$ cat config.mk
export PLATFORM = sky130hd
export DESIGN_NAME = nbit_divide_unit
export DESIGN_NICKNAME = d
export VERILOG_FILES = /design/src/rtl/nbit_divide_unit.sv
export SDC_FILE = /design/constraint.sdc
export NUM_CORES = 1
export LEC_CHECK = 0
export CAP_MARGIN = 20
export CELL_PAD_IN_SITES_DETAIL_PLACEMENT = 0
export CELL_PAD_IN_SITES_GLOBAL_PLACEMENT = 1
export CORE_ASPECT_RATIO = 1.25
export CORE_MARGIN = 5
export CORE_UTILIZATION = 43
export CTS_CLUSTER_DIAMETER = 80
export DETAILED_ROUTE_END_ITERATION = 8
export GPL_ROUTABILITY_DRIVEN = 0
export PLACE_DENSITY_LB_ADDON = 0.1
export SYNTH_ARGS = -nofsm -noshare
export SYNTH_HDL_FRONTEND = slang
export SYNTH_SLANG_ARGS = --single-unit
$ cat constraint.sdc
create_clock -name CLK -period 4.73 [get_ports CLK]
set_input_delay 0.473 -clock CLK [delete_from_list [all_inputs] [get_ports CLK]]
set_output_delay 0.473 -clock CLK [all_outputs]
set_load 0.1 [all_outputs]
$ cat src/rtl/nbit_divide_unit.sv
// nbit_divide_unit
//
// Sequential restoring divider: a 2N-bit dividend divided by an N-bit
// divisor, one quotient bit per clock, with a Start/Done handshake.
// Divide-by-zero and quotient-overflow are detected when the operands are
// captured and short-circuit the iteration.
//
// Optional feature macro: SIGNED_DIV_EN
//   Adds the SignedMode input and the FIXUP state. Signed operands are
//   converted to magnitudes, divided unsigned, then the signs are applied
//   to the quotient and remainder in FIXUP.
//
// Ports
//   CLK        clock, all state updates on the rising edge
//   Reset      synchronous active-high reset
//   Start      request; sampled only in IDLE
//   Dividend   2N-bit dividend, captured on the accepting edge
//   Divisor    N-bit divisor, captured on the accepting edge
//   SignedMode two's complement operands (SIGNED_DIV_EN only)
//   Quotient   registered N-bit quotient
//   Remainder  registered N-bit remainder
//   Done       one-cycle pulse when the result registers update
//   Busy       high from the accepting edge until the return to IDLE
//   DivZero    registered divide-by-zero flag
//   Overflow   registered quotient-overflow flag
module nbit_divide_unit #(
  parameter int N = 8
) (
  input  logic           CLK,
  input  logic           Reset,
  input  logic           Start,
  input  logic [2*N-1:0] Dividend,
  input  logic [N-1:0]   Divisor,
`ifdef SIGNED_DIV_EN
  input  logic           SignedMode,
`endif
  output logic [N-1:0]   Quotient,
  output logic [N-1:0]   Remainder,
  output logic           Done,
  output logic           Busy,
  output logic           DivZero,
  output logic           Overflow
);

  localparam int CW = (N > 1) ? $clog2(N) : 1;
  localparam logic [CW-1:0] LAST = CW'(N - 1);

`ifdef SIGNED_DIV_EN
  typedef enum logic [1:0] {S_IDLE, S_RUN, S_FIXUP, S_DONE} state_t;
`else
  typedef enum logic [1:0] {S_IDLE, S_RUN, S_DONE} state_t;
`endif

  // Two's complement negation helpers (magnitude extraction / sign apply)
  function automatic logic [2*N-1:0] neg_wide(input logic [2*N-1:0] v);
    return ~v + {{(2*N-1){1'b0}}, 1'b1};
  endfunction

  function automatic logic [N-1:0] neg_narrow(input logic [N-1:0] v);
    return ~v + {{(N-1){1'b0}}, 1'b1};
  endfunction

  state_t          state_q;
  logic [CW-1:0]   cnt_q;
  logic [N:0]      rem_q;     // partial remainder
  logic [N-1:0]    lo_q;      // dividend low half, quotient shifts in at LSB
  logic [N-1:0]    dvs_q;     // divisor magnitude
  logic            dz_q;
  logic            ov_q;
  logic [N-1:0]    quo_q;
  logic [N-1:0]    rmd_q;
  logic            done_q;
  logic            busy_q;
  logic            dzo_q;
  logic            ovo_q;
`ifdef SIGNED_DIV_EN
  logic            sm_q;
  logic            negq_q;
  logic            negr_q;
`endif

  // Operand sign handling at capture
  logic            sm_in;
  logic            dvd_neg;
  logic            dvs_neg;
  logic [2*N-1:0]  dvd_mag;
  logic [N-1:0]    dvs_mag;
  logic            cap_dz;
  logic            cap_ov;

`ifdef SIGNED_DIV_EN
  assign sm_in = SignedMode;
`else
  assign sm_in = 1'b0;
`endif

  always_comb begin
    dvd_neg = sm_in & Dividend[2*N-1];
    dvs_neg = sm_in & Divisor[N-1];
    dvd_mag = dvd_neg ? neg_wide(Dividend) : Dividend;
    dvs_mag = dvs_neg ? neg_narrow(Divisor) : Divisor;
    cap_dz  = (Divisor == '0);
    // A high half not below the divisor means the quotient needs > N bits
    cap_ov  = !cap_dz && (dvd_mag[2*N-1:N] >= dvs_mag);
  end

  // One restoring iteration
  logic [N:0]      shifted;
  logic [N+1:0]    diff;
  logic            qbit;
  logic [N:0]      rem_d;
  logic [N-1:0]    lo_d;

  always_comb begin
    shifted = {rem_q[N-1:0], lo_q[N-1]};
    diff    = {1'b0, shifted} - {2'b00, dvs_q};
    qbit    = ~diff[N+1];
    rem_d   = qbit ? diff[N:0] : shifted;
    lo_d    = {lo_q[N-2:0], qbit};
  end

`ifdef SIGNED_DIV_EN
  logic [N-1:0]    fix_quo;
  logic [N-1:0]    fix_rmd;
  logic            fix_ov;

  always_comb begin
    fix_quo = negq_q ? neg_narrow(lo_q) : lo_q;
    fix_rmd = negr_q ? neg_narrow(rem_q[N-1:0]) : rem_q[N-1:0];
    // Negative results may reach -2^(N-1); positive ones stop at 2^(N-1)-1
    fix_ov  = sm_q & lo_q[N-1] & (negq_q ? (|lo_q[N-2:0]) : 1'b1);
  end
`endif

  always_ff @(posedge CLK) begin
    if (Reset) begin
      state_q <= S_IDLE;
      cnt_q   <= '0;
      quo_q   <= '0;
      rmd_q   <= '0;
      done_q  <= 1'b0;
      busy_q  <= 1'b0;
      dzo_q   <= 1'b0;
      ovo_q   <= 1'b0;
      dz_q    <= 1'b0;
      ov_q    <= 1'b0;
    end else begin
      done_q <= 1'b0;
      case (state_q)
        S_IDLE: begin
          if (Start) begin
            rem_q   <= {1'b0, dvd_mag[2*N-1:N]};
            lo_q    <= cap_dz ? Dividend[N-1:0] : dvd_mag[N-1:0];
            dvs_q   <= dvs_mag;
            dz_q    <= cap_dz;
            ov_q    <= cap_ov;
            cnt_q   <= '0;
            busy_q  <= 1'b1;
            state_q <= S_RUN;
`ifdef SIGNED_DIV_EN
            sm_q    <= sm_in;
            negq_q  <= dvd_neg ^ dvs_neg;
            negr_q  <= dvd_neg;
`endif
          end
        end
        S_RUN: begin
          if (dz_q || ov_q) begin
            // Exceptions skip the iterations entirely
            quo_q   <= '1;
            rmd_q   <= dz_q ? lo_q : '0;
            dzo_q   <= dz_q;
            ovo_q   <= ov_q;
            done_q  <= 1'b1;
            state_q <= S_DONE;
          end else begin
            rem_q <= rem_d;
            lo_q  <= lo_d;
            cnt_q <= cnt_q + 1'b1;
            if (cnt_q == LAST) begin
`ifdef SIGNED_DIV_EN
              state_q <= S_FIXUP;
`else
              quo_q   <= lo_d;
              rmd_q   <= rem_d[N-1:0];
              dzo_q   <= 1'b0;
              ovo_q   <= 1'b0;
              done_q  <= 1'b1;
              state_q <= S_DONE;
`endif
            end
          end
        end
`ifdef SIGNED_DIV_EN
        S_FIXUP: begin
          quo_q   <= fix_ov ? '1 : fix_quo;
          rmd_q   <= fix_ov ? '0 : fix_rmd;
          dzo_q   <= 1'b0;
          ovo_q   <= fix_ov;
          done_q  <= 1'b1;
          state_q <= S_DONE;
        end
`endif
        S_DONE: begin
          busy_q  <= 1'b0;
          state_q <= S_IDLE;
        end
        default: state_q <= S_IDLE;
      endcase
    end
  end

  assign Quotient  = quo_q;
  assign Remainder = rmd_q;
  assign Done      = done_q;
  assign Busy      = busy_q;
  assign DivZero   = dzo_q;
  assign Overflow  = ovo_q;

endmodule

======== After elaboration in Yosys (flattened, before gate mapping) ========
Index checks and enable logic that the tools add are counted.
word-level totals
  flip-flop bits (word level) ............. 51
  bits in latches ......................... 0
  memory bits (writable) .................. 0
  bits in read-only memories .............. 0
  output and inout bits ................... 20
  logic and storage cells ................. 67
  memories kept ........................... 0
cells by class
  $add $sub $neg .......................... 2
  multipliers ............................. 0
  divide/modulo/power cells ............... 0
  magnitude comparators ................... 1
  equality and inequality tests ........... 6
  shift-type cells ........................ 0
  mux-type cells .......................... 26
  bitwise logic cells ..................... 3
  reduce and logical (&&, ||, !) cells .... 16
operators with widths
  kind                 number
  $mux 8               10
  $pmux 8 s2           2
  $sub 9x8->10         1
  $ge 8x8->1           1
  $logic_not 8->1      1
  $reduce_and 2->1     4
  $mux 1               6
  $mux 2               3
  $mux 3               2
  $pmux 3 s2           1
  $reduce_and 3->1     2
  $reduce_bool 2->1    3
  $ne 2x2->1 const B   2
  $pmux 2 s2           1
  $reduce_and 4->1     1
  $add 3x1->3 const B  1
  $eq 3x3->1 const B   1
  $ne 3x3->1 const B   1
  $not 1->1            3
  $eq 2x1->1 const B   1
  $eq 2x2->1 const B   1
  $logic_not 2->1      1
  $pmux 1 s2           1
  $reduce_or 2->1      1
  other kinds (3)      3

======== Logic depth before layout (Yosys ltp) ========
  word-level depth ........................ 4
  mapped depth ............................ 9

======== Least setup slack after synthesis ========
Ideal clock, no wire load.
  kind .................................... register to register
  from .................................... register ov_q
  to ...................................... register lo_q[0], enable pin
  setup time .............................. 0.414 ns
  arrival ................................. 1.962 ns
  path slack .............................. 2.353 ns
  stages on the path, launching flop included .. 4
  buffers on the path ..................... 0
  period minus slack after synthesis ...... 2.377 ns
  path through ............................ dfxtp_1 > nor2_2 > nand2_1 > a211oi_1
on the way
  longest elaborated chain between the ends .. 3
RTL lines
  element                            RTL line  source
  from (decl)                        69        logic ov_q;
  from (signal assigned)             156       ov_q <= cap_ov;
  $logic_or 1x1->1                   168       if (dz_q || ov_q) begin
  $ne 2x2->1 (no source line)        -
  $reduce_and 4->1 (no source line)  -
  to (signal assigned)               153       lo_q <= cap_dz ? Dividend[N-1:0] : dvd_mag[N-1:0];
  to (signal assigned)               178       lo_q <= lo_d;
  to (decl)                          66        logic [N-1:0] lo_q;
No other way between the ends.
A chain may end at the register's enable or synchronous reset.

======== Final worst setup path ========
  from .................................... register lo_q[7]
  to ...................................... register rem_q[6], data pin
on the way
  longest elaborated chain between the ends .. 4
RTL lines
  element               RTL line  source
  $sub 9x8->10          116       diff = {1'b0, shifted} - {2'b00, dvs_q};
  $mux 8                118       rem_d = qbit ? diff[N:0] : shifted;
  $mux 8                168
  $pmux 8 s2            149       case (state_q)
  to (signal assigned)  152       rem_q <= {1'b0, dvd_mag[2*N-1:N]};
  to (signal assigned)  177       rem_q <= rem_d;
  to (decl)             65        logic [N:0] rem_q;
No other way between the ends. The select of a mux whose other input is x is not followed.

==> summary.txt <==
Setup path
  • Worst-path cell chain: inv_1, ha_1, inv_1, fa_1, a211oi_1, nor4b_1, o32ai_1, a31oi_1
  • Crit path largest cell delay: ~420 ps
  • Flop2flop setup slack: 2380 ps
  • CP Capture Type: flop
  • CP required: roughly 4700 ps
  • CP Depth: 8
  • WP data arrival: 2360 ps
  • Critical Path Start Type: flop
  • WS Path Type: reg -> reg
  • Top delay family on crit path: compound AO/OA/AOI/OAI gates
  • CP bufs+invs: 2
  • RR Endpoint: rem_q[6]
  • Max FO, Critical Path: 3
  • Slowest cell on crit path: edfxtp_1
  • Critical R2R Launch: lo_q[7]
  • Reg2Reg Depth: 8
  • CP most frequent cell: inv_1

CTS
  • Worst-path clk slew: about 90 ps
  • Post_cts resized: 0
  • Clk_lat worst skew: 300 ps
  • TritonCTS clock tree: built
  • CTS Root Cell: clkbuf_8
  • H-tree depth: 2
  • CTS max path bufs: 2
  • Post CTS Setup Buffer Count: 0
  • # clock sinks: 51
  • Num CTS Buffers: 5
  • Hold_buf cts: 0

Die
  • Core area: 6250 sq um
  • Die Wd: 82.1 microns
  • Starting Density: 44.7%
  • Full die area: 8210 sq um
  • Die height: 100 microns
  • Rows: 32
  • I/O Pins: 47

Pwr
  • Max IR drop VDD: 0.176 mV
  • Tot Pwr: about 1100 uW
  • Pleak: between 0.001 and 0.0015 uW
  • Power Dens Cells: 313 nW/um^2

Global route
  • M3 GR Usage: 2.87%
  • Initial antenna violation count: 0
  • First-pass GRT wire length: 11.7 mm
  • GRT Max-Usage Layer: met2
  • Routing usage on met1: ~25%
  • GR Layer Usage met2: 30.1%
  • Vias in the first global route: 2,347
  • Total track usage: 18.5%
  • Pin count of the biggest net entering global routing: 32
  • Total gr overflow: 0

Cells and area
  • # nets final: 389
  • Filler cells: roughly 620
  • Commonest non-fill, non-tap cell in the layout: clkdlybuf4s50_1
  • Share of post-route cells with drive strength above 1: just over 7%
  • Antenna Cells: 0
  • Most frequent cells in the layout: 46 x clkdlybuf4s50_1, 38 x nand2_1, 28 x nor2_1
  • Synth-to-layout area growth: 22.2%

Logic synthesis
  • Synth Cell Area: 2790 sq um
  • Post-synth top flop: dfxtp_1
  • Synth Net Count: 347
  • Synth async-reset ratio: 0%
  • Post-synth EDFFs: 24
  • Synth cell types: 50
  • Seq/Total Area, Yosys: a little under half
  • Synthesized flop and latch total: 51
  • Syn avg cell area: 9.27 sq um
  • Yosys warnings: 0
  • Post-Syn Instances: 301

Timing
  • Minimum clock period: 2350 ps
  • Final hold violations: 0
  • Final period util: 49.6%
  • Setup TNS Final: 0 ps
  • Unrepaired setup endpoints after global routing: false
  • Worst Tran Pin Value: 981 ps
  • Relative slew slack: 34.4%
  • Setup violators final: 0
  • Setup Skew: 12.7 ps
  • Fmax: 0.426 GHz
  • Final Slew Violations: 0

Routing
  • ANT nets after route: 0
  • Pre-antenna DRT Iters: 5
  • Vias: 2,334
  • Via density: 5.44
  • Wire length per cell: around 17 microns
  • Initial DRC Count: 84
  • WL final: about 7.2 mm
  • DR DRC count: 0

Status
  • Status: complete, no violations

Place
  • IO buf count: 46
  • DPL Wire Length: 5.29 mm

Worst hold path
  • Worst Hold End: cnt_q[2]
  • Hold Path Origin: cnt_q[2]
  • Worst Hold Class: reg -> reg
  • Min-Delay Path Depth: 2

Flow run
  • Max cap viols: 0
-- cell usage after synthesis, types with 3 or more instances --
cell / n / area, sq um
a21oi_1: 18 / 90.1
ha_1: 18 / 225
nand2_1: 38 / 143
dfxtp_1: 27 / 541
buf_2: 8 / 40.0
inv_1: 20 / 75.1
a211oi_1: 3 / 22.5
clkbuf_1: 4 / 15.0
nor2_1: 28 / 105
nor3_1: 9 / 45.0
nor4_1: 4 / 25.0
nand2b_1: 6 / 37.5
a31oi_1: 3 / 18.8
o21a_1: 3 / 22.5
nand3_1: 9 / 45.0
o22ai_1: 8 / 50.1
o211ai_1: 7 / 52.6
a41oi_1: 3 / 26.3
and3_1: 4 / 25.0
o31ai_1: 6 / 45.0
o21ai_0: 10 / 50.1
a21o_1: 6 / 45.0
edfxtp_1: 24 / 721
o32ai_1: 3 / 26.3
-- routing by layer --
metal  part of all wire [%]  wire length (microns)
met1                     45                   3250
met2                     49                   3510
met3                    3.7                    267
met4                    2.0                    144
met5                      0                      0
-- kinds of logic after synthesis --
family                   Yosys count  synth area share [%]
buffers and inverters             34                  4.98
XOR/XNOR                           3                 0.942
AND/OR/NAND/NOR                  110                  19.1
flip-flops                        51                  45.2
AO/OA/AOI/OAI                     84                  21.0
adder cells (fa/ha/maj)           19                  8.79
-- layout make-up --
cell class | instances | area [sq um] | area share [%]
well taps | 85 | 106 | 3.12
inverters | 20 | 75.1 | 2.20
repair buffers | 49 | 480 | 14.1
flip-flops and latches | 51 | 1260 | 37.0
clock inverters | 1 | 5.00 | 0.147
multi-input cells | 216 | 1400 | 40.9
clock buffers | 7 | 86.3 | 2.53
-- report_power, final --
part / switching [uW] / total [uW] / internal [uW]
Combinational: 190 / 291 / 101
Clock: 143 / 261 / 118
Sequential: 21.0 / 516 / 495
-- worst register-to-register path, delay by kind of cell, from the launching register on --
| kind | cells | cell delay, ps |
|---|---|---|
| buf+inv | 2 | 130 |
| compound gates | 3 | 870 |
| simple gates | 1 | 110 |
| fa+ha+maj | 2 | 540 |
| flops | 1 | 420 |
-- sequential cells by signal (all words and copies together) (netlist names) --
signal,count
lo_q,8
DivZero,1
state_q,2
cnt_q,3
dz_q,1
Remainder,8
Quotient,8
rem_q,8
Done,1
ov_q,1
dvs_q,8
Overflow,1
Busy,1
-- worst max path at each step --
stage | startpoint | end | slack (ps)
floorplan | ov_q | lo_q[0] | 2350
global placement | Reset | dvs_q[4] | 2350
detailed placement | Reset | dvs_q[4] | 2250
CTS | lo_q[7] | rem_q[6] | 2420
global route | lo_q[7] | rem_q[6] | 2180
finish | lo_q[7] | rem_q[6] | 2380
-- through the flow --
step	cells	utilization (%)	area [sq um]	hold WS (ps)	setup slack, ps
floorplan	301	-	2790	436	2350
global placement	420	53.0	3310	450	2350
detailed placement	420	53.0	3310	454	2250
CTS	428	54.5	3400	473	2420
global route	429	54.6	3410	496	2180
finish	429	54.6	3410	467	2380
Note: power is estimated with default switching activity, not from simulation.
